==> config.mk <==
export PLATFORM = sky130hd
export DESIGN_NAME = memory_stage_flat
export DESIGN_NICKNAME = d
export VERILOG_FILES = /design/src/rtl/memory_stage_if.sv /design/src/rtl/memory_stage.sv /design/src/flat_wrapper.sv
export SDC_FILE = /design/constraint.sdc
export NUM_CORES = 1
export LEC_CHECK = 0
export ABC_AREA = 0
export CELL_PAD_IN_SITES_DETAIL_PLACEMENT = 0
export CELL_PAD_IN_SITES_GLOBAL_PLACEMENT = 1
export CORE_UTILIZATION = 37
export DETAILED_ROUTE_END_ITERATION = 6
export GPL_ROUTABILITY_DRIVEN = 0
export GPL_TIMING_DRIVEN = 0
export HOLD_SLACK_MARGIN = 0.03
export PLACE_DENSITY = 0.86
export SETUP_SLACK_MARGIN = 0.15
export SYNTH_ARGS = -nofsm -noshare
export SYNTH_HDL_FRONTEND = slang
export SYNTH_SLANG_ARGS = --single-unit
==> constraint.sdc <==
create_clock -name clk -period 4.7 [get_ports clk]
set_clock_uncertainty 0.2 [all_clocks]
set_input_delay 0.94 -clock clk [delete_from_list [all_inputs] [get_ports clk]]
set_output_delay 0.94 -clock clk [all_outputs]
set_load 0.05 [all_outputs]
==> src/rtl/memory_stage_if.sv <==
// Memory bus bundle between the memory stage (master) and the data memory (slave).
interface memory_stage_if;
    logic        mem_req;
    logic        mem_we;
    logic [31:0] mem_addr;
    logic [31:0] mem_wdata;
    logic [3:0]  mem_be;
    logic        mem_ack;
    logic [31:0] mem_rdata;

    modport master (
        output mem_req, mem_we, mem_addr, mem_wdata, mem_be,
        input  mem_ack, mem_rdata
    );

    modport slave (
        input  mem_req, mem_we, mem_addr, mem_wdata, mem_be,
        output mem_ack, mem_rdata
    );
endinterface

==> src/rtl/memory_stage.sv <==
// memory_stage: two-slot load/store stage between execute and writeback.
// Optional macro MEM_ALIGN_CHECK_EN: misaligned word/half accesses are skipped and reported on fault.
module memory_stage (
    input  logic          clk,
    input  logic          rst,
    input  logic          in_valid,
    input  logic [31:0]   r1,
    input  logic [31:0]   r2,
    input  logic [31:0]   m_a1,
    input  logic [31:0]   m_a2,
    input  logic [3:0]    m_r1_op,
    input  logic [3:0]    m_r2_op,
    input  logic [4:0]    r_a1,
    input  logic [4:0]    r_a2,
    input  logic [3:0]    r_op,
    input  logic          cres,
    output logic          stall,
    memory_stage_if.master mem,
    output logic          q_valid,
    output logic [31:0]   q1,
    output logic [31:0]   q2,
    output logic [4:0]    qr_a1,
    output logic [4:0]    qr_a2,
    output logic [3:0]    qr_op,
    output logic          fault
);

    localparam logic [3:0] OP_LW = 4'd1;
    localparam logic [3:0] OP_SW = 4'd2;
    localparam logic [3:0] OP_LB = 4'd3;
    localparam logic [3:0] OP_SB = 4'd4;
    localparam logic [3:0] OP_LH = 4'd5;
    localparam logic [3:0] OP_SH = 4'd6;

    typedef enum logic [1:0] {
        S_IDLE = 2'd0,
        S_OP1  = 2'd1,
        S_OP2  = 2'd2,
        S_DONE = 2'd3
    } state_t;

    function automatic logic op_valid(input logic [3:0] op);
        return (op != 4'd0) && (op <= 4'd6);
    endfunction

    function automatic logic is_load(input logic [3:0] op);
        return (op == OP_LW) || (op == OP_LB) || (op == OP_LH);
    endfunction

    function automatic logic [3:0] lane_mask(input logic [3:0] op, input logic [1:0] lo);
        logic [3:0] m;
        case (op)
            OP_LB, OP_SB: m = 4'b0001 << lo;
            OP_LH, OP_SH: m = lo[1] ? 4'b1100 : 4'b0011;
            default:      m = 4'b1111;
        endcase
        return m;
    endfunction

    function automatic logic [31:0] store_data(input logic [3:0] op, input logic [31:0] d);
        logic [31:0] w;
        case (op)
            OP_SB:   w = {4{d[7:0]}};
            OP_SH:   w = {2{d[15:0]}};
            default: w = d;
        endcase
        return w;
    endfunction

    function automatic logic [31:0] load_extract(input logic [3:0] op, input logic [1:0] lo,
                                                 input logic [31:0] rd);
        logic [31:0] v;
        case (op)
            OP_LB:   v = {24'd0, rd[{lo, 3'b000} +: 8]};
            OP_LH:   v = lo[1] ? {16'd0, rd[31:16]} : {16'd0, rd[15:0]};
            default: v = rd;
        endcase
        return v;
    endfunction

`ifdef MEM_ALIGN_CHECK_EN
    function automatic logic misaligned(input logic [3:0] op, input logic [1:0] lo);
        logic m;
        case (op)
            OP_LW, OP_SW: m = (lo != 2'b00);
            OP_LH, OP_SH: m = lo[0];
            default:      m = 1'b0;
        endcase
        return m;
    endfunction
`endif

    state_t      state_q, state_d;
    logic [3:0]  eop1_q, eop1_d, eop2_q, eop2_d;
    logic [1:0]  lo1_q, lo1_d;
    logic [31:0] a2_q, a2_d;
    logic [31:0] q1_q, q1_d, q2_q, q2_d;
    logic [4:0]  qr_a1_q, qr_a1_d, qr_a2_q, qr_a2_d;
    logic [3:0]  qr_op_q, qr_op_d;
    logic        fault_q, fault_d, q_valid_q, q_valid_d;
    logic        mem_req_q, mem_req_d, mem_we_q, mem_we_d;
    logic [31:0] mem_addr_q, mem_addr_d, mem_wdata_q, mem_wdata_d;
    logic [3:0]  mem_be_q, mem_be_d;

    logic        mis1_s, mis2_s, fault_s;
    logic [3:0]  eop1_s, eop2_s;
    logic        load_bus_s, clear_bus_s;
    logic [3:0]  bus_op_s;
    logic [31:0] bus_addr_s, bus_data_s;

`ifdef MEM_ALIGN_CHECK_EN
    assign mis1_s = misaligned(m_r1_op, m_a1[1:0]);
    assign mis2_s = misaligned(m_r2_op, m_a2[1:0]);
`else
    assign mis1_s = 1'b0;
    assign mis2_s = 1'b0;
`endif

    // Effective op code per slot: zero when squashed, unknown or skipped for alignment.
    assign fault_s = cres && ((op_valid(m_r1_op) && mis1_s) || (op_valid(m_r2_op) && mis2_s));
    assign eop1_s  = (cres && op_valid(m_r1_op) && !mis1_s) ? m_r1_op : 4'd0;
    assign eop2_s  = (cres && op_valid(m_r2_op) && !mis2_s) ? m_r2_op : 4'd0;

    // Next-state, capture and result update; bus actions are requested via load/clear strobes.
    always_comb begin
        state_d     = state_q;
        eop1_d      = eop1_q;
        eop2_d      = eop2_q;
        lo1_d       = lo1_q;
        a2_d        = a2_q;
        q1_d        = q1_q;
        q2_d        = q2_q;
        qr_a1_d     = qr_a1_q;
        qr_a2_d     = qr_a2_q;
        qr_op_d     = qr_op_q;
        fault_d     = fault_q;
        q_valid_d   = 1'b0;
        load_bus_s  = 1'b0;
        clear_bus_s = 1'b0;
        bus_op_s    = 4'd0;
        bus_addr_s  = 32'd0;
        bus_data_s  = 32'd0;
        case (state_q)
            S_IDLE: begin
                if (in_valid) begin
                    eop1_d  = eop1_s;
                    eop2_d  = eop2_s;
                    lo1_d   = m_a1[1:0];
                    a2_d    = m_a2;
                    q1_d    = r1;
                    q2_d    = r2;
                    qr_a1_d = r_a1;
                    qr_a2_d = r_a2;
                    qr_op_d = (cres && !fault_s) ? r_op : 4'd0;
                    fault_d = fault_s;
                    if (eop1_s != 4'd0) begin
                        state_d    = S_OP1;
                        load_bus_s = 1'b1;
                        bus_op_s   = eop1_s;
                        bus_addr_s = m_a1;
                        bus_data_s = r1;
                    end else if (eop2_s != 4'd0) begin
                        state_d    = S_OP2;
                        load_bus_s = 1'b1;
                        bus_op_s   = eop2_s;
                        bus_addr_s = m_a2;
                        bus_data_s = r2;
                    end else begin
                        state_d   = S_DONE;
                        q_valid_d = 1'b1;
                    end
                end else begin
                    state_d = S_IDLE;
                end
            end
            S_OP1: begin
                if (mem.mem_ack) begin
                    if (is_load(eop1_q)) begin
                        q1_d = load_extract(eop1_q, lo1_q, mem.mem_rdata);
                    end else begin
                        q1_d = q1_q;
                    end
                    if (eop2_q != 4'd0) begin
                        state_d    = S_OP2;
                        load_bus_s = 1'b1;
                        bus_op_s   = eop2_q;
                        bus_addr_s = a2_q;
                        bus_data_s = q2_q;
                    end else begin
                        state_d     = S_DONE;
                        q_valid_d   = 1'b1;
                        clear_bus_s = 1'b1;
                    end
                end else begin
                    state_d = S_OP1;
                end
            end
            S_OP2: begin
                if (mem.mem_ack) begin
                    if (is_load(eop2_q)) begin
                        q2_d = load_extract(eop2_q, a2_q[1:0], mem.mem_rdata);
                    end else begin
                        q2_d = q2_q;
                    end
                    state_d     = S_DONE;
                    q_valid_d   = 1'b1;
                    clear_bus_s = 1'b1;
                end else begin
                    state_d = S_OP2;
                end
            end
            S_DONE: begin
                state_d = S_IDLE;
            end
            default: begin
                state_d     = S_IDLE;
                clear_bus_s = 1'b1;
            end
        endcase
    end

    // Bus request registers: loaded when an access starts, held until its ack.
    always_comb begin
        mem_req_d   = mem_req_q;
        mem_we_d    = mem_we_q;
        mem_addr_d  = mem_addr_q;
        mem_wdata_d = mem_wdata_q;
        mem_be_d    = mem_be_q;
        if (load_bus_s) begin
            mem_req_d   = 1'b1;
            mem_we_d    = !is_load(bus_op_s);
            mem_addr_d  = {bus_addr_s[31:2], 2'b00};
            mem_be_d    = lane_mask(bus_op_s, bus_addr_s[1:0]);
            mem_wdata_d = is_load(bus_op_s) ? 32'd0 : store_data(bus_op_s, bus_data_s);
        end else if (clear_bus_s) begin
            mem_req_d   = 1'b0;
            mem_we_d    = 1'b0;
            mem_addr_d  = 32'd0;
            mem_wdata_d = 32'd0;
            mem_be_d    = 4'd0;
        end else begin
            mem_req_d   = mem_req_q;
        end
    end

    // State and output registers with asynchronous active-low reset.
    always_ff @(posedge clk or negedge rst) begin
        if (!rst) begin
            state_q     <= S_IDLE;
            eop1_q      <= 4'd0;
            eop2_q      <= 4'd0;
            lo1_q       <= 2'd0;
            a2_q        <= 32'd0;
            q1_q        <= 32'd0;
            q2_q        <= 32'd0;
            qr_a1_q     <= 5'd0;
            qr_a2_q     <= 5'd0;
            qr_op_q     <= 4'd0;
            fault_q     <= 1'b0;
            q_valid_q   <= 1'b0;
            mem_req_q   <= 1'b0;
            mem_we_q    <= 1'b0;
            mem_addr_q  <= 32'd0;
            mem_wdata_q <= 32'd0;
            mem_be_q    <= 4'd0;
        end else begin
            state_q     <= state_d;
            eop1_q      <= eop1_d;
            eop2_q      <= eop2_d;
            lo1_q       <= lo1_d;
            a2_q        <= a2_d;
            q1_q        <= q1_d;
            q2_q        <= q2_d;
            qr_a1_q     <= qr_a1_d;
            qr_a2_q     <= qr_a2_d;
            qr_op_q     <= qr_op_d;
            fault_q     <= fault_d;
            q_valid_q   <= q_valid_d;
            mem_req_q   <= mem_req_d;
            mem_we_q    <= mem_we_d;
            mem_addr_q  <= mem_addr_d;
            mem_wdata_q <= mem_wdata_d;
            mem_be_q    <= mem_be_d;
        end
    end

    assign stall         = (state_q != S_IDLE);
    assign q_valid       = q_valid_q;
    assign q1            = q1_q;
    assign q2            = q2_q;
    assign qr_a1         = qr_a1_q;
    assign qr_a2         = qr_a2_q;
    assign qr_op         = qr_op_q;
    assign fault         = fault_q;
    assign mem.mem_req   = mem_req_q;
    assign mem.mem_we    = mem_we_q;
    assign mem.mem_addr  = mem_addr_q;
    assign mem.mem_wdata = mem_wdata_q;
    assign mem.mem_be    = mem_be_q;

endmodule
==> src/flat_wrapper.sv <==
// flat-port wrapper written by rule: the top's interface ports become plain ports
module memory_stage_flat 
  (clk, rst, in_valid, r1, r2, m_a1, m_a2, m_r1_op, m_r2_op, r_a1, r_a2, r_op, cres, stall, q_valid, q1, q2, qr_a1, qr_a2, qr_op, fault, mem_mem_req, mem_mem_we, mem_mem_addr, mem_mem_wdata, mem_mem_be, mem_mem_ack, mem_mem_rdata);
  memory_stage_if mem_i ();
  input  logic clk;
  input  logic rst;
  input  logic in_valid;
  input  logic [31:0] r1;
  input  logic [31:0] r2;
  input  logic [31:0] m_a1;
  input  logic [31:0] m_a2;
  input  logic [3:0] m_r1_op;
  input  logic [3:0] m_r2_op;
  input  logic [4:0] r_a1;
  input  logic [4:0] r_a2;
  input  logic [3:0] r_op;
  input  logic cres;
  output logic stall;
  output logic q_valid;
  output logic [31:0] q1;
  output logic [31:0] q2;
  output logic [4:0] qr_a1;
  output logic [4:0] qr_a2;
  output logic [3:0] qr_op;
  output logic fault;
  output wire logic [$bits(mem_i.mem_req)-1:0] mem_mem_req;
  output wire logic [$bits(mem_i.mem_we)-1:0] mem_mem_we;
  output wire logic [$bits(mem_i.mem_addr)-1:0] mem_mem_addr;
  output wire logic [$bits(mem_i.mem_wdata)-1:0] mem_mem_wdata;
  output wire logic [$bits(mem_i.mem_be)-1:0] mem_mem_be;
  input wire logic [$bits(mem_i.mem_ack)-1:0] mem_mem_ack;
  input wire logic [$bits(mem_i.mem_rdata)-1:0] mem_mem_rdata;
  assign mem_mem_req = mem_i.mem_req;
  assign mem_mem_we = mem_i.mem_we;
  assign mem_mem_addr = mem_i.mem_addr;
  assign mem_mem_wdata = mem_i.mem_wdata;
  assign mem_mem_be = mem_i.mem_be;
  assign mem_i.mem_ack = mem_mem_ack;
  assign mem_i.mem_rdata = mem_mem_rdata;
  memory_stage u_core (.clk(clk), .rst(rst), .in_valid(in_valid), .r1(r1), .r2(r2), .m_a1(m_a1), .m_a2(m_a2), .m_r1_op(m_r1_op), .m_r2_op(m_r2_op), .r_a1(r_a1), .r_a2(r_a2), .r_op(r_op), .cres(cres), .stall(stall), .mem(mem_i), .q_valid(q_valid), .q1(q1), .q2(q2), .qr_a1(qr_a1), .qr_a2(qr_a2), .qr_op(qr_op), .fault(fault));
endmodule
==> results.toml, run 1 <==
[outcome]
outcome = "complete, but fails checks"
violations = "DRC"

[floorplanning]
start_util = 0.3779
core_area_um2 = 26950
fp.dieH_um = 167.9
rows = 60
io_pins = 338
fp.dieArea_um2 = 28190
die_x_um = 167.9

[grt]
antenna_found_initial = 3
grt_pass1_wl_um = 65990
grt_usage = 0.3123
grt_pass1_vias = 10890
grt_max_degree = 89
grt-ovfl-total = 0

[flow_run]
max-cap-violations = 0

[placement]
dp.final_hpwl_um = 33530
place_area_um2 = 14020
portBuffers = 334
place_inst = 1788

[timing]
tightest_slew_ps = 1141
rsz0062_at_grt = "no"
relSlewSlack = 0.2346
fin_crit_ps = 3931
hold_ws_ps = 151.7
finalHoldViolations = 0
setup_violations = 0
finalMaxSlewViolations = 0
period_share = 0.8364
fmax_ghz = 0.2544

[yosys]
synth-edff-count = 0
postSynth.asyncResetShare = 1.000
ys_seq_area_frac = 0.4693
synthCells = 1109
ys_types = 69
ys_ff_latch = 191
ys.flop_type = "dfrtp_1"
postSynthAreaPerCell_um2 = 9.183
synth.cell_area_um2 = 10180
synth_warnings = 0

[clock_network]
clk_latency_ps = 450
cts-resized-gates = 0
cts_root_buffer = "clkbuf_16"
clock-sinks = 191
cts_buffers = 17
cts_tree = "built"
h-tree-depth = 4
cts.path.max_buffers = 2
cts_hold_buf = 0
path_clk_slew_ps = 80
cts_setup_buffers = 0

[worst_setup_path]
cp.arrival_ps = 4120
end_kind = "flip-flop"
cp_max_fo = 10
crit_path_start_kind = "input port"
rrSetupSlack_ps = 1150
required_ps = 4890
critPathKind = "in2reg"

[final_layout]
layout.nets = 1657
regArea_um2 = 4780
final_common_cell = "clkdlybuf4s50_1"
fillers = 2537
multi_input_area_um2 = 4942
final_core_util = 0.5409
instances_no_fill = 1821
final_cell_mix = "clkdlybuf4s50_1, nand2_1, dfrtp_1, nor2_1, clkbuf_1"
drive_gt1_frac = 0.05206
final_cell_area_um2 = 14580
area_growth_pct = 43.15

[routing]
drt-vias-per-instance = 5.953
drt-initial-drc-count = 1363
wl_per_cell_um = 24.03
num_vias = 10840
antenna_left = 0
drc_errors = 19
routed_wirelength_um = 43760
firstDrtPassIters = 7

[pwr]
p_per_area_nw_per_um2 = 742.0
ir_worst_vdd_mv = 0.4169
leakagePower_nw = 6.291

[min_path]
hold_path.class = "in2async"
## area by class of cell
class                   instances  area share
multi-input cells             808      0.3390
flip-flops and latches        191      0.3279
repair buffers                336      0.2335
clock buffers                  19     0.02970
well taps                     341     0.02927
plain buffers                  94     0.02755
clock inverters                13    0.008325
inverters                      18    0.004635
diodes                          1   0.0001717
## through the flow
step	setup WS [ps]	power (mW)	TNS [ps]
detailed placement	355.3	9.360	0
finish	769.1	10.82	0
floorplan	1717	7.004	0
CTS	823.7	10.82	0
global placement	-5843	9.262	-1111630
global route	704.4	11.36	0
## synthesized netlist by cell type (16+ instances only)
cell type	instances	area share
o21ai_0	51	0.025
nand2_1	230	0.085
a21oi_1	21	0.010
nor2b_1	21	0.013
clkbuf_1	66	0.024
a221o_1	30	0.029
a31oi_1	18	0.011
a211oi_1	28	0.021
a32o_1	32	0.031
a21o_1	40	0.029
o31ai_1	19	0.014
dfrtp_1	191	0.47
a221oi_1	16	0.014
a22oi_1	32	0.024
inv_1	17	0.0063
nor2_1	80	0.029
nor3_1	18	0.0088
## critical path, stage by stage
cell and delay, ps:
clkdlybuf4s50_1 600, nand2b_2 160, nor4_2 890, clkbuf_1 650
buf_1 520, a32o_1 230, a221o_1 120
## logic make-up (layout without fill, tap and decap cells)
kind of cell | after synthesis | after routing | share of synthesized area
AO/OA/AOI/OAI | 379 | 379 | 0.2900
XOR/XNOR | 2 | 2 | 0.001720
adder cells (fa/ha/maj) | 4 | 4 | 0.004915
buffers and inverters | 112 | 480 | 0.04607
flip-flops | 191 | 191 | 0.4693
multiplexers | 15 | 15 | 0.01474
other | 1 | 4 | 0.0003682
AND/OR/NAND/NOR | 405 | 405 | 0.1729
## final timing paths
| check | startpoint | endpoint | cells after the start |
|---|---|---|---|
| setup reg to reg | u_core.state_q[0]$_DFF_PN0_ | u_core.mem.mem_addr[25]$_DFFE_PN0P_ | 9 |
| setup / recovery | cres | u_core.mem.mem_addr[25]$_DFFE_PN0P_ | 7 |
| min in group clk | u_core.qr_op[1]$_DFFE_PN0P_ | u_core.qr_op[1]$_DFFE_PN0P_ | 2 |
| hold reg to reg | u_core.qr_op[1]$_DFFE_PN0P_ | u_core.qr_op[1]$_DFFE_PN0P_ | 2 |
| hold / removal | rst | u_core.qr_a1[2]$_DFFE_PN0P_ | 1 |
| max in group asynchronous | rst | u_core.mem.mem_wdata[9]$_DFFE_PN0P_ | 3 |
## where the power goes
part           leakage [nW]  total (mW)  switching [mW]  internal, mW
clock                 0.272        1.45           0.744         0.704
sequential             2.41        2.95           0.524          2.43
combinational          3.61        6.42            4.30          2.12
total                  6.29        10.8            5.57          5.25
## per-layer routing
metal / GRT usage / up-vias / routed length, um
met1: 0.3682 / 5299 / 16790
met2: 0.5264 / 619 / 20740
li1: - / 4816 / -
met5: 0 / - / 13
met4: 0.1348 / 2 / 1788
met3: 0.09426 / 105 / 4428
## flip-flops by register name, indices dropped and copies added (netlist names)
signal                cells
u_core.a2_q              32
u_core.eop1_q             4
u_core.eop2_q             4
u_core.lo1_q              2
u_core.mem.mem_addr      30
u_core.mem.mem_be         4
u_core.mem.mem_req        1
u_core.mem.mem_wdata     32
u_core.mem.mem_we         1
u_core.q1                32
u_core.q2                32
u_core.q_valid            1
u_core.qr_a1              5
u_core.qr_a2              5
u_core.qr_op              4
u_core.state_q            2
(Power assumes the default switching activity.)
==> run 2: changes to the inputs <==
--- a/config.mk
+++ b/config.mk
@@ -8,12 +8,12 @@
 export ABC_AREA = 0
 export CELL_PAD_IN_SITES_DETAIL_PLACEMENT = 0
 export CELL_PAD_IN_SITES_GLOBAL_PLACEMENT = 1
-export CORE_UTILIZATION = 37
+export CORE_UTILIZATION = 34
 export DETAILED_ROUTE_END_ITERATION = 6
 export GPL_ROUTABILITY_DRIVEN = 0
 export GPL_TIMING_DRIVEN = 0
 export HOLD_SLACK_MARGIN = 0.03
-export PLACE_DENSITY = 0.86
+export PLACE_DENSITY = 0.79
 export SETUP_SLACK_MARGIN = 0.15
 export SYNTH_ARGS = -nofsm -noshare
 export SYNTH_HDL_FRONTEND = slang
==> constraint.sdc (replaced) <==
create_clock -name clk -period 3.9 [get_ports clk]
set_clock_uncertainty 0.2 [all_clocks]
set_input_delay 0.78 -clock clk [delete_from_list [all_inputs] [get_ports clk]]
set_output_delay 0.78 -clock clk [all_outputs]
set_load 0.05 [all_outputs]
==> results.toml, run 2 (synthesized netlist as in run 1, its figures left out) <==
[timing]
fmax_ghz = 0.2795
period_share = 0.9175
hold_ws_ps = 97.81
tightest_slew_ps = 1199
rsz0062_at_grt = "no"
relSlewSlack = 0.1959
finalHoldViolations = 0
finalMaxSlewViolations = 0
fin_crit_ps = 3578
setup_violations = 0

[pwr]
power_mw = 13.23
leakagePower_nw = 6.315
ir_worst_vdd_mv = 0.4585
p_per_area_nw_per_um2 = 900.0

[clock_network]
cts.path.max_buffers = 2
path_clk_slew_ps = 80
cts_hold_buf = 0
cts_buffers = 17
cts_tree = "built"
clock-sinks = 191
cts_root_buffer = "clkbuf_16"
clk_latency_ps = 440
h-tree-depth = 4

[routing]
routed_wirelength_um = 44310
drc_errors = 1
firstDrtPassIters = 7
drt-vias-per-instance = 5.753
antenna_left = 0
drt-initial-drc-count = 1114
wl_per_cell_um = 23.77
num_vias = 10720

[worst_setup_path]
required_ps = 4020
end_kind = "flip-flop"
cp.arrival_ps = 3700
critPathKind = "in2reg"
cp_max_fo = 10
crit_path_start_kind = "input port"

[floorplanning]
die_x_um = 175.1
fp.dieH_um = 175.1
core_area_um2 = 29090
io_pins = 338
fp.dieArea_um2 = 30650
start_util = 0.3501
rows = 62

[outcome]
outcome = "complete, but fails checks"
violations = "DRC"

[final_layout]
layout.nets = 1656
drive_gt1_frac = 0.05277
final_cell_mix = "clkdlybuf4s50_1, nand2_1, dfrtp_1, nor2_1, clkbuf_1"
fillers = 2810
area_growth_pct = 44.32
final_common_cell = "clkdlybuf4s50_1"

[flow_run]
max-cap-violations = 0

[grt]
grt_usage = 0.2877
grt_pass1_wl_um = 65860
grt_max_degree = 112
antenna_found_initial = 1
grt_pass1_vias = 10550
grt-ovfl-total = 0

[placement]
dp.final_hpwl_um = 34110
portBuffers = 334

[min_path]
hold_path.class = "in2async"
run 2: cell types whose count changed in the layout (fill, tap and decap cells not counted), sizes merged:
cell    change
buf         -1
bufinv      +2
clkbuf      -2
clkinv      -1
diode       +1
inv         +1
run 2: final timing paths:
path / start / endpoint / slack, ps / depth (start not counted)
worst max-delay path: cres / u_core.mem.mem_wdata[30]$_DFFE_PN0P_ / 320 / 8
worst min-delay path: rst / u_core.mem.mem_wdata[4]$_DFFE_PN0P_ / 100 / 1
worst max register to register: u_core.state_q[1]$_DFF_PN0_ / u_core.mem.mem_addr[3]$_DFFE_PN0P_ / 400 / 10
worst min register to register: u_core.q1[6]$_DFFE_PN0P_ / u_core.q1[6]$_DFFE_PN0P_ / 280 / 1
max in group asynchronous: rst / u_core.eop1_q[2]$_DFFE_PN0P_ / 2420 / 2
min in group clk: u_core.q1[6]$_DFFE_PN0P_ / u_core.q1[6]$_DFFE_PN0P_ / 280 / 1
run 2: cell type report:
| cell class | instances | area (um2) | share of cell area |
|---|---|---|---|
| Antenna cell | 2 | 5.005 | 0.0003405 |
| Clock buffer | 17 | 425.4 | 0.02895 |
| Timing Repair Buffer | 335 | 3376 | 0.2297 |
| Multi-Input combinational cell | 808 | 4951 | 0.3369 |
| Inverter | 18 | 67.56 | 0.004597 |
| Tap cell | 384 | 480.5 | 0.03269 |
| Buffer | 94 | 401.6 | 0.02733 |
| Sequential cell | 191 | 4780 | 0.3252 |
| Clock inverter | 15 | 210.2 | 0.01430 |
run 2: repair_timing:
action                     4_1_cts  5_1_grt
setup endpoints to repair        0       22
resized for setup                0        1
setup buffers                    0        0
run 2: critical path: stages:
cell and delay [ps]:
clkdlybuf4s50_1 620, nand2b_2 170, a2111oi_1 1020, a211oi_2 160
a21boi_4 240, buf_4 210, a311oi_1 370, o31ai_1 120
run 2: routing by layer:
metal	up-vias	part of all wire	GRT usage	wire (um)
met4	2	0.036	0.1094	1613
met5	-	0.00029	0	13
met2	604	0.46	0.4696	20550
li1	4823	-	-	-
met3	90	0.098	0.07419	4361
met1	5204	0.40	0.3642	17770
run 2: power breakdown:
part	internal [mW]	switching, mW
Clock	0.997	0.946
Sequential	2.92	0.617
Combinational	2.55	5.20
Total	6.47	6.76
run 2: metrics by stage:
step,instances,setup slack [ps],TNS [ps],instance area [um2],util
after global placement,1829,-6613,-1265110,14010,0.4818
after floorplan,1111,1077,0,10190,-
final,1864,321.7,0,14700,0.5052
after detailed placement,1830,-277.9,-5911,14050,0.4829
after global routing,1862,163.1,0,14690,0.5050
after CTS,1862,187.3,0,14680,0.5047
==> run 3: changes to the inputs <==
--- a/config.mk
+++ b/config.mk
@@ -8,12 +8,12 @@
 export ABC_AREA = 0
 export CELL_PAD_IN_SITES_DETAIL_PLACEMENT = 0
 export CELL_PAD_IN_SITES_GLOBAL_PLACEMENT = 1
-export CORE_UTILIZATION = 34
+export CORE_UTILIZATION = 37
 export DETAILED_ROUTE_END_ITERATION = 6
 export GPL_ROUTABILITY_DRIVEN = 0
 export GPL_TIMING_DRIVEN = 0
 export HOLD_SLACK_MARGIN = 0.03
-export PLACE_DENSITY = 0.79
+export PLACE_DENSITY = 0.86
 export SETUP_SLACK_MARGIN = 0.15
 export SYNTH_ARGS = -nofsm -noshare
 export SYNTH_HDL_FRONTEND = slang
==> constraint.sdc (replaced) <==
create_clock -name clk -period 4.5 [get_ports clk]
set_clock_uncertainty 0.2 [all_clocks]
set_input_delay 0.9 -clock clk [delete_from_list [all_inputs] [get_ports clk]]
set_output_delay 0.9 -clock clk [all_outputs]
set_load 0.05 [all_outputs]
==> results of run 3 <==
Same layout as run 1 (identical final DEF). Status: complete, but fails checks: DRC.
Main changes from that run: setup slack after placement 355.3 ps -> 195.3 ps; setup slack after layout 769.1 ps -> 609.1 ps; hold slack 151.7 ps -> 111.7 ps; register-to-register setup slack 1150 ps -> 950 ps; total power 10.82 mW -> 11.30 mW; worst IR drop on VDD 0.4169 mV -> 0.4354 mV
